[src/rtl/spi_pkg.sv]
// Shared state encoding and widths for the SPI sample link.
package spi_pkg;

  typedef enum logic [1:0] {IDLE, SHIFT, DONE} spi_state_t;

  localparam int unsigned SPI_WORD_W = 32;
  localparam int unsigned SAMPLE_W   = 10;

  // Zero-extend a voltage sample into a full link word.
  function automatic logic [SPI_WORD_W-1:0] sample_to_word(input logic [SAMPLE_W-1:0] s);
    return SPI_WORD_W'(s);
  endfunction

endpackage

[src/rtl/spi_sck_gen.sv]
// sck divider: sck toggles every CLK_DIV clk cycles while enabled, idles low.
// The strobes flag the clk cycle on which sck is about to rise or fall.
module spi_sck_gen #(
  parameter int unsigned CLK_DIV = 4
) (
  input  logic clk,
  input  logic reset,
  input  logic en_i,
  output logic sck_o,
  output logic rise_stb_c,
  output logic fall_stb_c
);

  localparam int unsigned DIV_W = $clog2(CLK_DIV) + 1;

  logic [DIV_W-1:0] div_cnt_q, div_cnt_d;
  logic             sck_q, sck_d;
  logic             wrap_c;

  always_comb begin
    div_cnt_d = '0;
    sck_d     = 1'b0;
    wrap_c    = 1'b0;
    if (en_i) begin
      wrap_c    = (div_cnt_q == DIV_W'(CLK_DIV - 1));
      div_cnt_d = wrap_c ? '0 : div_cnt_q + DIV_W'(1);
      sck_d     = wrap_c ? ~sck_q : sck_q;
    end
  end

  assign rise_stb_c = wrap_c & ~sck_q;
  assign fall_stb_c = wrap_c & sck_q;
  assign sck_o      = sck_q;

  always_ff @(posedge clk or negedge reset) begin
    if (!reset) begin
      div_cnt_q <= '0;
      sck_q     <= 1'b0;
    end else begin
      div_cnt_q <= div_cnt_d;
      sck_q     <= sck_d;
    end
  end

endmodule

[src/rtl/spi_sample_master.sv]
// SPI master for the sample link: one WIDTH-bit MSB-first full-duplex transfer per start.
// Define SPI_SAMPLE_MASTER_CS_EN to add an active-low chip select output cs_n.
module spi_sample_master
  import spi_pkg::*;
#(
  parameter int unsigned WIDTH   = SPI_WORD_W,
  parameter int unsigned CLK_DIV = 4
) (
  input  logic             clk,
  input  logic             reset,
  input  logic             start,
  input  logic [WIDTH-1:0] d,
  input  logic             sdi,
  output logic             sck,
  output logic             sdo,
  output logic [WIDTH-1:0] q,
  output logic             busy,
`ifdef SPI_SAMPLE_MASTER_CS_EN
  output logic             cs_n,
`endif
  output logic             done
);

  localparam int unsigned BIT_W = $clog2(WIDTH);

  spi_state_t       state_q, state_d;
  logic [WIDTH-1:0] tx_sr_q, tx_sr_d;
  logic [WIDTH-1:0] rx_sr_q, rx_sr_d;
  logic [WIDTH-1:0] q_q, q_d;
  logic [BIT_W-1:0] bit_cnt_q, bit_cnt_d;
  logic             busy_q, busy_d;
  logic             done_q, done_d;
  logic             shift_en_c, rise_stb_c, fall_stb_c;

  assign shift_en_c = (state_q == SHIFT);

  spi_sck_gen #(
    .CLK_DIV(CLK_DIV)
  ) u_sck_gen (
    .clk       (clk),
    .reset     (reset),
    .en_i      (shift_en_c),
    .sck_o     (sck),
    .rise_stb_c(rise_stb_c),
    .fall_stb_c(fall_stb_c)
  );

  // Sample on sck rise, advance sdo on sck fall so the slave gets a full half-period of setup.
  always_comb begin
    state_d   = state_q;
    tx_sr_d   = tx_sr_q;
    rx_sr_d   = rx_sr_q;
    q_d       = q_q;
    bit_cnt_d = bit_cnt_q;
    busy_d    = busy_q;
    done_d    = 1'b0;
    unique case (state_q)
      IDLE: begin
        if (start) begin
          tx_sr_d   = d;
          bit_cnt_d = '0;
          busy_d    = 1'b1;
          state_d   = SHIFT;
        end
      end
      SHIFT: begin
        if (rise_stb_c) begin
          rx_sr_d = {rx_sr_q[WIDTH-2:0], sdi};
        end
        if (fall_stb_c) begin
          if (bit_cnt_q == BIT_W'(WIDTH - 1)) begin
            busy_d  = 1'b0;
            state_d = DONE;
          end else begin
            tx_sr_d   = {tx_sr_q[WIDTH-2:0], 1'b0};
            bit_cnt_d = bit_cnt_q + BIT_W'(1);
          end
        end
      end
      DONE: begin
        q_d     = rx_sr_q;
        done_d  = 1'b1;
        state_d = IDLE;
      end
      default: state_d = IDLE;
    endcase
  end

  always_ff @(posedge clk or negedge reset) begin
    if (!reset) begin
      state_q   <= IDLE;
      tx_sr_q   <= '0;
      rx_sr_q   <= '0;
      q_q       <= '0;
      bit_cnt_q <= '0;
      busy_q    <= 1'b0;
      done_q    <= 1'b0;
    end else begin
      state_q   <= state_d;
      tx_sr_q   <= tx_sr_d;
      rx_sr_q   <= rx_sr_d;
      q_q       <= q_d;
      bit_cnt_q <= bit_cnt_d;
      busy_q    <= busy_d;
      done_q    <= done_d;
    end
  end

  assign sdo  = tx_sr_q[WIDTH-1];
  assign q    = q_q;
  assign busy = busy_q;
  assign done = done_q;

`ifdef SPI_SAMPLE_MASTER_CS_EN
  // Chip select frames exactly the SHIFT interval, so it tracks the next busy value.
  logic cs_n_q;

  always_ff @(posedge clk or negedge reset) begin
    if (!reset) begin
      cs_n_q <= 1'b1;
    end else begin
      cs_n_q <= ~busy_d;
    end
  end

  assign cs_n = cs_n_q;
`endif

endmodule

[config.mk]
export PLATFORM = sky130hd
export DESIGN_NAME = spi_sample_master
export DESIGN_NICKNAME = d
export VERILOG_FILES = /design/src/rtl/spi_pkg.sv /design/src/rtl/spi_sck_gen.sv /design/src/rtl/spi_sample_master.sv
export SDC_FILE = /design/constraint.sdc
export NUM_CORES = 1
export LEC_CHECK = 0
export BUFFER_PORTS_ARGS = -buffer_cell sky130_fd_sc_hd__buf_2
export CAP_MARGIN = 10
export CORE_MARGIN = 1.5
export CORE_UTILIZATION = 61
export DETAILED_ROUTE_END_ITERATION = 12
export PLACE_DENSITY = 0.85
export SLEW_MARGIN = 20
export SYNTH_ARGS = -nofsm -noshare
export SYNTH_HDL_FRONTEND = slang
export SYNTH_SLANG_ARGS = --single-unit
[constraint.sdc]
create_clock -name clk -period 4.1 [get_ports clk]
set_input_delay 0.82 -clock clk [delete_from_list [all_inputs] [get_ports clk]]
set_output_delay 0.82 -clock clk [all_outputs]
set_load 0.03 [all_outputs]
---- Word level (Yosys, flattened, before mapping) ----
Cells that the tools add are included.
cells by class
  bitwise gates (word level) .............. 3
  reductions and logical operators ........ 6
  equal/unequal tests ..................... 9
  add/subtract/negate cells ............... 2
  muxes and demuxes ....................... 22
operators with widths
  cell                                            number
  2-to-1 mux 32 bit                               3
  case mux 32 bit (2 select lines)                1
  2-to-1 mux 5 bit                                3
  case mux 5 bit (2 select lines)                 1
  AND reduction 4 bit                             2
  2-to-1 mux 1 bit                                7
  2-to-1 mux 2 bit                                3
  2-to-1 mux 3 bit                                2
  != test 2 x 1 -> 1 bit (second input constant)  3
  adder 5 x 1 -> 5 bit (second input constant)    1
  == test 5 bit (second input constant)           1
  != test 2 bit (second input constant)           2
  case mux 2 bit (2 select lines)                 1
  adder 3 x 1 -> 3 bit (second input constant)    1
  == test 3 x 2 -> 1 bit (second input constant)  1
  AND reduction 3 bit                             1
  bitwise AND 1 bit                               2
  == test 2 x 1 -> 1 bit (second input constant)  1
  == test 2 bit (second input constant)           1
  logical NOT 2 bit                               1
  case mux 1 bit (2 select lines)                 1
  AND reduction 2 bit                             1
  nonzero test 2 bit                              1
  NOT 1 bit                                       1
word-level totals
  bits in registers ....................... 109
  word-level logic and storage cells ...... 51
  bits of input ports ..................... 36

---- Longest topological paths before layout ----
Gate-level depths: netlist of run 1.
  depth in word-level cells ............... 5
  depth in mapped cells ................... 7
  depth with buffers taken out ............ 6

---- By module ----
A second synthesis of run 1 with hierarchy kept.
unflattened totals
  cells, all modules ...................... 296
  area total of the unflattened synthesis .. 4739.5 um^2
by module, submodules not included
  module             sequential area each (um^2)  area each (um^2)  cells each  instances
  spi_sample_master  2627.5                       4561.9            281         1
  spi_sck_gen        100.1                        177.7             15          1

---- Worst setup path after synthesis of run 1 ----
No wires, ideal clock.
  path kind ............................... reg2reg
  start ................................... reg bit_cnt_q[0]
  end ..................................... reg tx_sr_q[10]
  setup time .............................. 0.125 ns
  cell stages (with the launch flop) ...... 8
  clock period less this slack ............ 2.199 ns
  arrival time ............................ 2.074 ns
  path slack .............................. 1.901 ns
  data required time ...................... 3.975 ns
  path through ............................ dfrtp_1 ha_1 and3_1 ha_1 clkbuf_1 a221oi_4 buf_6 mux2_2
on the way
  word-level cells in the longest chain between the ends .. 3
ends and longest elaborated chain
  element                        RTL line                  text
  start: declaration             spi_sample_master.sv:30   logic [BIT_W-1:0] bit_cnt_q, bit_cnt_d;
  start signal: assignment       spi_sample_master.sv:103  bit_cnt_q <= bit_cnt_d;
  == test 5 bit                  spi_sample_master.sv:71   if (bit_cnt_q == BIT_W'(WIDTH - 1)) begin
  != test 2 bit (no line)        --
  AND reduction 4 bit (no line)  --
  end signal: assignment         spi_sample_master.sv:100  tx_sr_q <= tx_sr_d;
  end: declaration               spi_sample_master.sv:27   logic [WIDTH-1:0] tx_sr_q, tx_sr_d;
No other way between the ends.
A chain may end at the register's enable or synchronous reset.

---- Worst setup path in the final report of run 1 ----
  start ................................... reg state_q[0]
  end ..................................... reg tx_sr_q[26]
on the way
  word-level cells in the longest chain between the ends .. 5
  elaborated cells between the ends (all ways) .. 10
ends and longest elaborated chain
  element                           RTL line                                          text
  start: declaration                spi_sample_master.sv:26                           spi_state_t state_q, state_d;
  start signal: assignment          spi_sample_master.sv:99                           state_q <= state_d;
  == test 2 x 1 -> 1 bit            spi_sample_master.sv:35, spi_sample_master.sv:57
  2-to-1 mux 1 bit                  spi_sck_gen.sv:24                                 if (en_i) begin
  bitwise AND 1 bit                 spi_sck_gen.sv:32                                 assign fall_stb_c = wrap_c & sck_q;
  != test 2 x 1 -> 1 bit (no line)  --
  AND reduction 4 bit (no line)     --
Several ways; a longest one is shown, not always the timed one.

==> results of run 1 <==
==> registers in the layout, summed over array words and instances, names as in the netlist <==
register             cells
bit_cnt_q                5
state_q                  2
tx_sr_q                 32
busy                     1
q                       32
u_sck_gen.sck_o          1
rx_sr_q                 32
u_sck_gen.div_cnt_q      3
done                     1
==> worst reg2reg max path, cell delays in order, from the launching register on <==
cell	delay [ns]
sky130_fd_sc_hd__dfrtp_1	0.74
sky130_fd_sc_hd__nor2b_2	0.71
sky130_fd_sc_hd__buf_4	0.39
sky130_fd_sc_hd__mux2_2	0.38
sky130_fd_sc_hd__mux2_4	0.26
==> worst max-delay path by stage <==
stage          slack, ns     endpoint
3_3_place_gp        1.57  tx_sr_q[25]
6_report            1.51  tx_sr_q[26]
5_1_grt             1.32  tx_sr_q[25]
2_1_floorplan       1.90  tx_sr_q[10]
3_5_place_dp        1.51  tx_sr_q[12]
4_1_cts             1.48  tx_sr_q[31]
==> cells by family after synthesis <==
| kind of cell | Yosys count | share of synthesized area |
|---|---|---|
| buffers and inverters | 23 | 0.0291 |
| xor gates and xnor gates | 1 | 0.00187 |
| and+or+nand+nor | 30 | 0.0422 |
| AOI/OAI and AO/OA | 12 | 0.0224 |
| DFF | 109 | 0.582 |
| adders and majority gates | 3 | 0.00801 |
| muxes | 128 | 0.314 |
==> placed cells by master (no fill, tap or decap), types with 2 or more instances in the layout <==
master,n
sky130_fd_sc_hd__nor3_1,2
sky130_fd_sc_hd__clkinv_8,2
sky130_fd_sc_hd__inv_1,6
sky130_fd_sc_hd__inv_6,2
sky130_fd_sc_hd__nand3b_1,2
sky130_fd_sc_hd__nand4_1,2
sky130_fd_sc_hd__mux2_4,9
sky130_fd_sc_hd__clkbuf_8,9
sky130_fd_sc_hd__mux2i_1,2
sky130_fd_sc_hd__nor2_1,3
sky130_fd_sc_hd__nand2_1,4
sky130_fd_sc_hd__nand2b_1,3
sky130_fd_sc_hd__o211ai_1,2
sky130_fd_sc_hd__buf_2,70
sky130_fd_sc_hd__and3_1,2
sky130_fd_sc_hd__nor2b_1,2
sky130_fd_sc_hd__dfrtp_1,109
sky130_fd_sc_hd__mux2_2,117
sky130_fd_sc_hd__ha_1,3
sky130_fd_sc_hd__buf_4,6
sky130_fd_sc_hd__a31oi_1,2
sky130_fd_sc_hd__bufinv_16,2
==> layer usage <==
metal,vias up,GRT usage
li1,1233,-
met1,1349,0.277
met2,51,0.330
met3,8,0.0589
met4,0,0.0569
met5,-,0
==> power by group <==
part | total [mW] | internal (mW) | leakage (nW) | switching [mW]
combinational | 0.994 | 0.592 | 1.18 | 0.401
sequential | 1.49 | 1.33 | 1.42 | 0.160
clock | 0.750 | 0.360 | 0.120 | 0.390
total | 3.24 | 2.29 | 2.71 | 0.951
==> metrics by stage <==
| step | instances | setup WS (ns) | power [mW] | hold slack [ns] |
|---|---|---|---|---|
| 3_3_place_gp | 464 | 1.57 | 2.45 | 0.431 |
| 5_1_grt | 480 | 1.32 | 3.42 | 0.457 |
| 4_1_cts | 480 | 1.48 | 3.26 | 0.439 |
| 2_1_floorplan | 306 | 1.90 | 2.32 | 0.419 |
| 6_report | 480 | 1.51 | 3.24 | 0.427 |
| 3_5_place_dp | 464 | 1.51 | 2.52 | 0.462 |
==> area by class of cell <==
class | count | area (sq um) | area share
timing repair buffer | 76 | 395 | 0.0740
inverter | 6 | 22.5 | 0.00421
sequential | 109 | 2730 | 0.510
clock buffer | 9 | 124 | 0.0232
clock inverter | 7 | 119 | 0.0222
multi-input combinational | 174 | 1830 | 0.343
tap | 99 | 124 | 0.0232
==> impl_metrics.json, run 1 <==
{
  "synth.ff_latch_count": 109,
  "fp-row-count": 31,
  "antenna-diode-count": 0,
  "grt_setup_unrepaired": "false",
  "initial_core_util": 0.639,
  "synth.top_cells.by_count": "sky130_fd_sc_hd__mux2_2, sky130_fd_sc_hd__dfrtp_1, sky130_fd_sc_hd__buf_2, sky130_fd_sc_hd__mux2_4, sky130_fd_sc_hd__inv_1",
  "ff2ff_path_depth": 4,
  "grt_first_pass_wirelength_um": 13400,
  "syn-mean-instance-area_sq_um": 15.3,
  "worstMarginPinSlew_ns": 0.929,
  "report.final.slew_viol_count": 0,
  "postLayoutCoreUtil": 0.729,
  "layout_cell_area_excl_fill_sq_mm": 0.00534,
  "hold_viol_final": 0,
  "final.setup_skew_ns": 0.0124,
  "power_leakage_nw": 2.71,
  "critical_path_depth": 4,
  "regToRegStartpoint": "state_q[0]",
  "detailed_routing_iterations_pass_1": 4,
  "worst_setup_hold_path_clk_slew_ns": 0.10,
  "count_of_clock_tree_sinks": 109,
  "grt_start_max_net_pins": 45,
  "timing.final.setup_violations": 0,
  "cts_root_buffer": "sky130_fd_sc_hd__clkbuf_8",
  "dieArea_sq_mm": 0.00822,
  "hold_path_class": "in2async",
  "dieHeight_um": 90.6,
  "antenna_left": 0,
  "tritoncts": "built",
  "vdd.ir_drop.worst_uv": 311,
  "gr-total-overflow": 0,
  "clock_tree.buffer_depth": 2,
  "worst-path-max-fanout": 19,
  "synthDistinctLibCells": 37,
  "critical_path_class": "reg2reg",
  "r2r_setup_slack_ns": 1.51,
  "synth-seq-area-share": 0.582,
  "final_weighted_congestion_of_routability_driven_global_placement": 0.764,
  "synth_edf_count": 0,
  "tritoncts.num_buffers": 9,
  "fillerInstances": 497,
  "synth_top_cells_by_area": "sky130_fd_sc_hd__dfrtp_1, sky130_fd_sc_hd__mux2_2, sky130_fd_sc_hd__mux2_4, sky130_fd_sc_hd__buf_2, sky130_fd_sc_hd__buf_6",
  "post_cts_buffers": 0,
  "post-route-period-util": 0.631,
  "detailroute.wirelength.met2_um": 3860,
  "routed-via-count": 2641,
  "dr_wl_met3_um": 393,
  "netlist.area_leader.share": 0.582,
  "buffers_plus_inverters_on_the_worst_setup_path": 1,
  "max_cap_violations": 0,
  "wl_um": 7790,
  "via_count_of_the_first_global_routing_pass": 2753,
  "timing.critical_path.slowest_cell_delay_ns": 0.74,
  "total_of_buffers_placed_on_input_and_output_ports": 71,
  "globalRouteTotalUtil": 0.206,
  "crit_path_top_delay_cell": "sky130_fd_sc_hd__dfrtp_1",
  "required_ns": 4.36,
  "worst_skew_pair.late_latency_ns": 0.37,
  "worst-endpoint-arrival_ns": 2.84,
  "ios": 72,
  "post_cts_resized": 0,
  "h_tree_levels": 3,
  "chipWidth_um": 90.6,
  "floorplan.core_area_sq_mm": 0.00733,
  "place_area_sq_mm": 0.00510,
  "worst_setup_path_start_kind": "flip-flop",
  "fin_setup_tns_ns": 0,
  "final_period_minus_worst_setup_slack_ns": 2.59,
  "hpwl_um": 5280,
  "yosys.cell_count.top_type": "sky130_fd_sc_hd__mux2_2",
  "design.final.nets": 415,
  "post-route-drc-count": 0,
  "worst_path_dominant_cell_family": "flip-flops",
  "synth_top_cell_by_area": "sky130_fd_sc_hd__dfrtp_1",
  "drt_iter0_markers": 82,
  "endpoint_kind": "flip-flop",
  "vias_per_cell": 5.50,
  "layout-drive-gt1-share": 0.585,
  "endpoint_of_the_most_critical_register_to_register_path": "tx_sr_q[26]",
  "power.density_cell_area_mw_per_mm2": 606,
  "netlist_instances": 306,
  "synth.net_count": 345,
  "synthesis.area_sq_mm": 0.00469,
  "top_signal_layer_used": "met4",
  "synth_flop_cell": "sky130_fd_sc_hd__dfrtp_1",
  "run_status": "finished clean",
  "wl_met1_um": 3460,
  "setup.worst_path.start": "state_q[0]",
  "area_delta_synth_final_pct": 14.0,
  "achievable-frequency_mhz": 386,
  "cts_hold_buffers": 0,
  "crit_chain": "nor2b_2, buf_4, mux2_2, mux2_4",
  "max_slew_margin": 0.379,
  "async_flop_share": 1.00,
  "wl_per_cell_um": 16.2,
  "count_of_warnings_emitted_by_yosys": 0,
  "number_of_antenna_violations_at_the_first_check_in_global_routing": 0
}
(Power assumes the default switching activity.)
==> inputs of run 2 (changes only) <==
--- a/config.mk
+++ b/config.mk
@@ -8,9 +8,9 @@
 export BUFFER_PORTS_ARGS = -buffer_cell sky130_fd_sc_hd__buf_2
 export CAP_MARGIN = 10
 export CORE_MARGIN = 1.5
-export CORE_UTILIZATION = 61
+export CORE_UTILIZATION = 56
 export DETAILED_ROUTE_END_ITERATION = 12
-export PLACE_DENSITY = 0.85
+export PLACE_DENSITY = 0.79
 export SLEW_MARGIN = 20
 export SYNTH_ARGS = -nofsm -noshare
 export SYNTH_HDL_FRONTEND = slang
==> constraint.sdc (replaced) <==
create_clock -name clk -period 2.6 [get_ports clk]
set_input_delay 0.52 -clock clk [delete_from_list [all_inputs] [get_ports clk]]
set_output_delay 0.52 -clock clk [all_outputs]
set_load 0.03 [all_outputs]
==> impl_metrics.json, run 2 (same netlist as run 1, synthesis figures left out) <==
{
  "run_status": "finished clean",
  "cts_hold_buffers": 0,
  "floorplan.core_area_sq_mm": 0.00818,
  "globalRouteTotalUtil": 0.189,
  "tritoncts": "built",
  "chipWidth_um": 94.5,
  "post_cts_resized": 0,
  "crit_chain": "ha_1, and3_1, ha_1, a221oi_4, buf_12, mux2_2",
  "placed_cells_incl_taps": 470,
  "wl_per_cell_um": 16.0,
  "max_cap_violations": 0,
  "dieHeight_um": 94.5,
  "power.density_cell_area_mw_per_mm2": 935,
  "netSwitchingFraction": 0.292,
  "combinational_cell_fraction_of_total_power": 0.319,
  "fin_setup_tns_ns": 0,
  "worst-path-max-fanout": 34,
  "critical_path_class": "reg2reg",
  "grt_start_max_net_pins": 68,
  "area_delta_synth_final_pct": 14.2,
  "gr-total-overflow": 0,
  "number_of_antenna_violations_at_the_first_check_in_global_routing": 0,
  "wl_um": 7770,
  "via_count_of_the_first_global_routing_pass": 2720,
  "globalRouteMet2Util": 0.300,
  "count_of_clock_tree_sinks": 109,
  "layout_commonest_cell": "sky130_fd_sc_hd__mux2_2",
  "report.final.slew_viol_count": 0,
  "clock_tree.buffer_depth": 2,
  "regToRegStartpoint": "bit_cnt_q[0]",
  "groute.layer.met1.usage": 0.251,
  "max_slew_margin": 0.569,
  "top_usage_layer": "met2",
  "vias_per_cell": 5.42,
  "total_of_buffers_placed_on_input_and_output_ports": 71,
  "vdd.ir_drop.worst_uv": 510,
  "timing.final.setup_violations": 0,
  "critPathMostFrequentCell": "sky130_fd_sc_hd__ha_1",
  "antenna-diode-count": 0,
  "drt_iter0_markers": 74,
  "share_clk_of_total_power": 0.210,
  "ios": 72,
  "dp_slack_ns": 0.395,
  "post-route-drc-count": 0,
  "p_switching_mw": 1.46,
  "postLayoutSetupSlackWorst_ns": 0.378,
  "crit_path_top_delay_cell": "sky130_fd_sc_hd__dfrtp_1",
  "post-route-period-util": 0.855,
  "met3_usage": 0.0451,
  "required_ns": 2.85,
  "power_leakage_nw": 2.71,
  "hold_viol_final": 0,
  "routed-via-count": 2632,
  "initial_core_util": 0.573,
  "h_tree_levels": 3,
  "timing.critical_path.slowest_cell_delay_ns": 0.43,
  "achievable-frequency_mhz": 450,
  "endpoint_of_the_most_critical_register_to_register_path": "tx_sr_q[21]",
  "worst_setup_path_start_kind": "flip-flop",
  "dieArea_sq_mm": 0.00893,
  "worst_setup_hold_path_clk_slew_ns": 0.09,
  "hpwl_um": 5160,
  "hold_path_class": "in2async",
  "tritoncts.num_buffers": 9,
  "worstMarginPinSlew_ns": 0.647,
  "ff2ff_path_depth": 6,
  "detailed_routing_iterations_pass_1": 4,
  "final.setup_skew_ns": 0.0120,
  "layout_common_cells": "sky130_fd_sc_hd__mux2_2, sky130_fd_sc_hd__dfrtp_1, sky130_fd_sc_hd__buf_2",
  "power_frac_seq": 0.471,
  "antenna_left": 0,
  "fillerInstances": 606,
  "r2r_setup_slack_ns": 0.38,
  "worst-endpoint-arrival_ns": 2.48,
  "fp-row-count": 33,
  "worst_skew_pair.late_latency_ns": 0.37,
  "grt_setup_unrepaired": "false",
  "grt_first_pass_wirelength_um": 12900,
  "endpoint_kind": "flip-flop",
  "finalNonFillerCells": 486,
  "internal_power_mw": 3.55,
  "final_weighted_congestion_of_routability_driven_global_placement": 0.839,
  "layout_cell_area_excl_fill_sq_mm": 0.00535,
  "cts_root_buffer": "sky130_fd_sc_hd__clkbuf_8",
  "post_cts_buffers": 0,
  "hold-worst-slack_ns": 0.130,
  "design.final.nets": 415,
  "layout-drive-gt1-share": 0.583,
  "place_area_sq_mm": 0.00515,
  "final_period_minus_worst_setup_slack_ns": 2.22
}
==> run 2: cell count changes in the layout (fill, tap and decap cells not counted), sizes merged <==
cell    delta
clkbuf     +2
bufinv     -1
inv        +1
clkinv     -2
==> run 2: power groups by stage <==
| stage | sequential, mW | combinational, mW | clock, mW |
|---|---|---|---|
| 3_3_place_gp | 2.37 | 1.54 | 0 |
| 4_1_cts | 2.36 | 1.63 | 1.08 |
| 6_report | 2.36 | 1.60 | 1.05 |
| 3_5_place_dp | 2.39 | 1.62 | 0 |
| 2_1_floorplan | 2.35 | 1.31 | 0 |
| 5_1_grt | 2.41 | 1.75 | 1.14 |
==> run 2: final cells by class <==
class / count / area, sq um / share of cell area
clock inverter: 5 / 65.1 / 0.0122
tap: 105 / 131 / 0.0245
inverter: 6 / 22.5 / 0.00421
multi-input combinational: 174 / 1830 / 0.342
sequential: 109 / 2730 / 0.510
timing repair buffer: 76 / 433 / 0.0809
clock buffer: 11 / 141 / 0.0264
==> run 2: per-stage QoR <==
stage	utilization	power, mW
floorplan	-	3.66
detailed placement	0.629	4.01
global route	0.655	5.30
CTS	0.655	5.06
finish	0.655	5.01
global placement	0.629	3.91
==> run 2: how the worst max path moves through the flow <==
stage,startpoint,endpoint,depth (start not counted)
3_5_place_dp,bit_cnt_q[0],tx_sr_q[6],6
4_1_cts,bit_cnt_q[0],tx_sr_q[23],6
6_report,bit_cnt_q[0],tx_sr_q[21],6
2_1_floorplan,bit_cnt_q[0],tx_sr_q[10],7
3_3_place_gp,bit_cnt_q[0],tx_sr_q[16],6
5_1_grt,bit_cnt_q[0],tx_sr_q[1],6
==> run 2: worst max-delay path: cells and delay by family, from the launching register on <==
family          cells  cell delay (ns)
flops               1             0.43
simple gates        1             0.19
mux                 1             0.36
buf+inv             1             0.26
compound gates      1             0.35
fa+ha+maj           2             0.51
==> run 2: per-layer routing <==
layer,vias to the layer above,share of wire
met5,-,0
li1,1239,-
met3,9,0.047
met4,0,0.017
met1,1334,0.45
met2,50,0.49
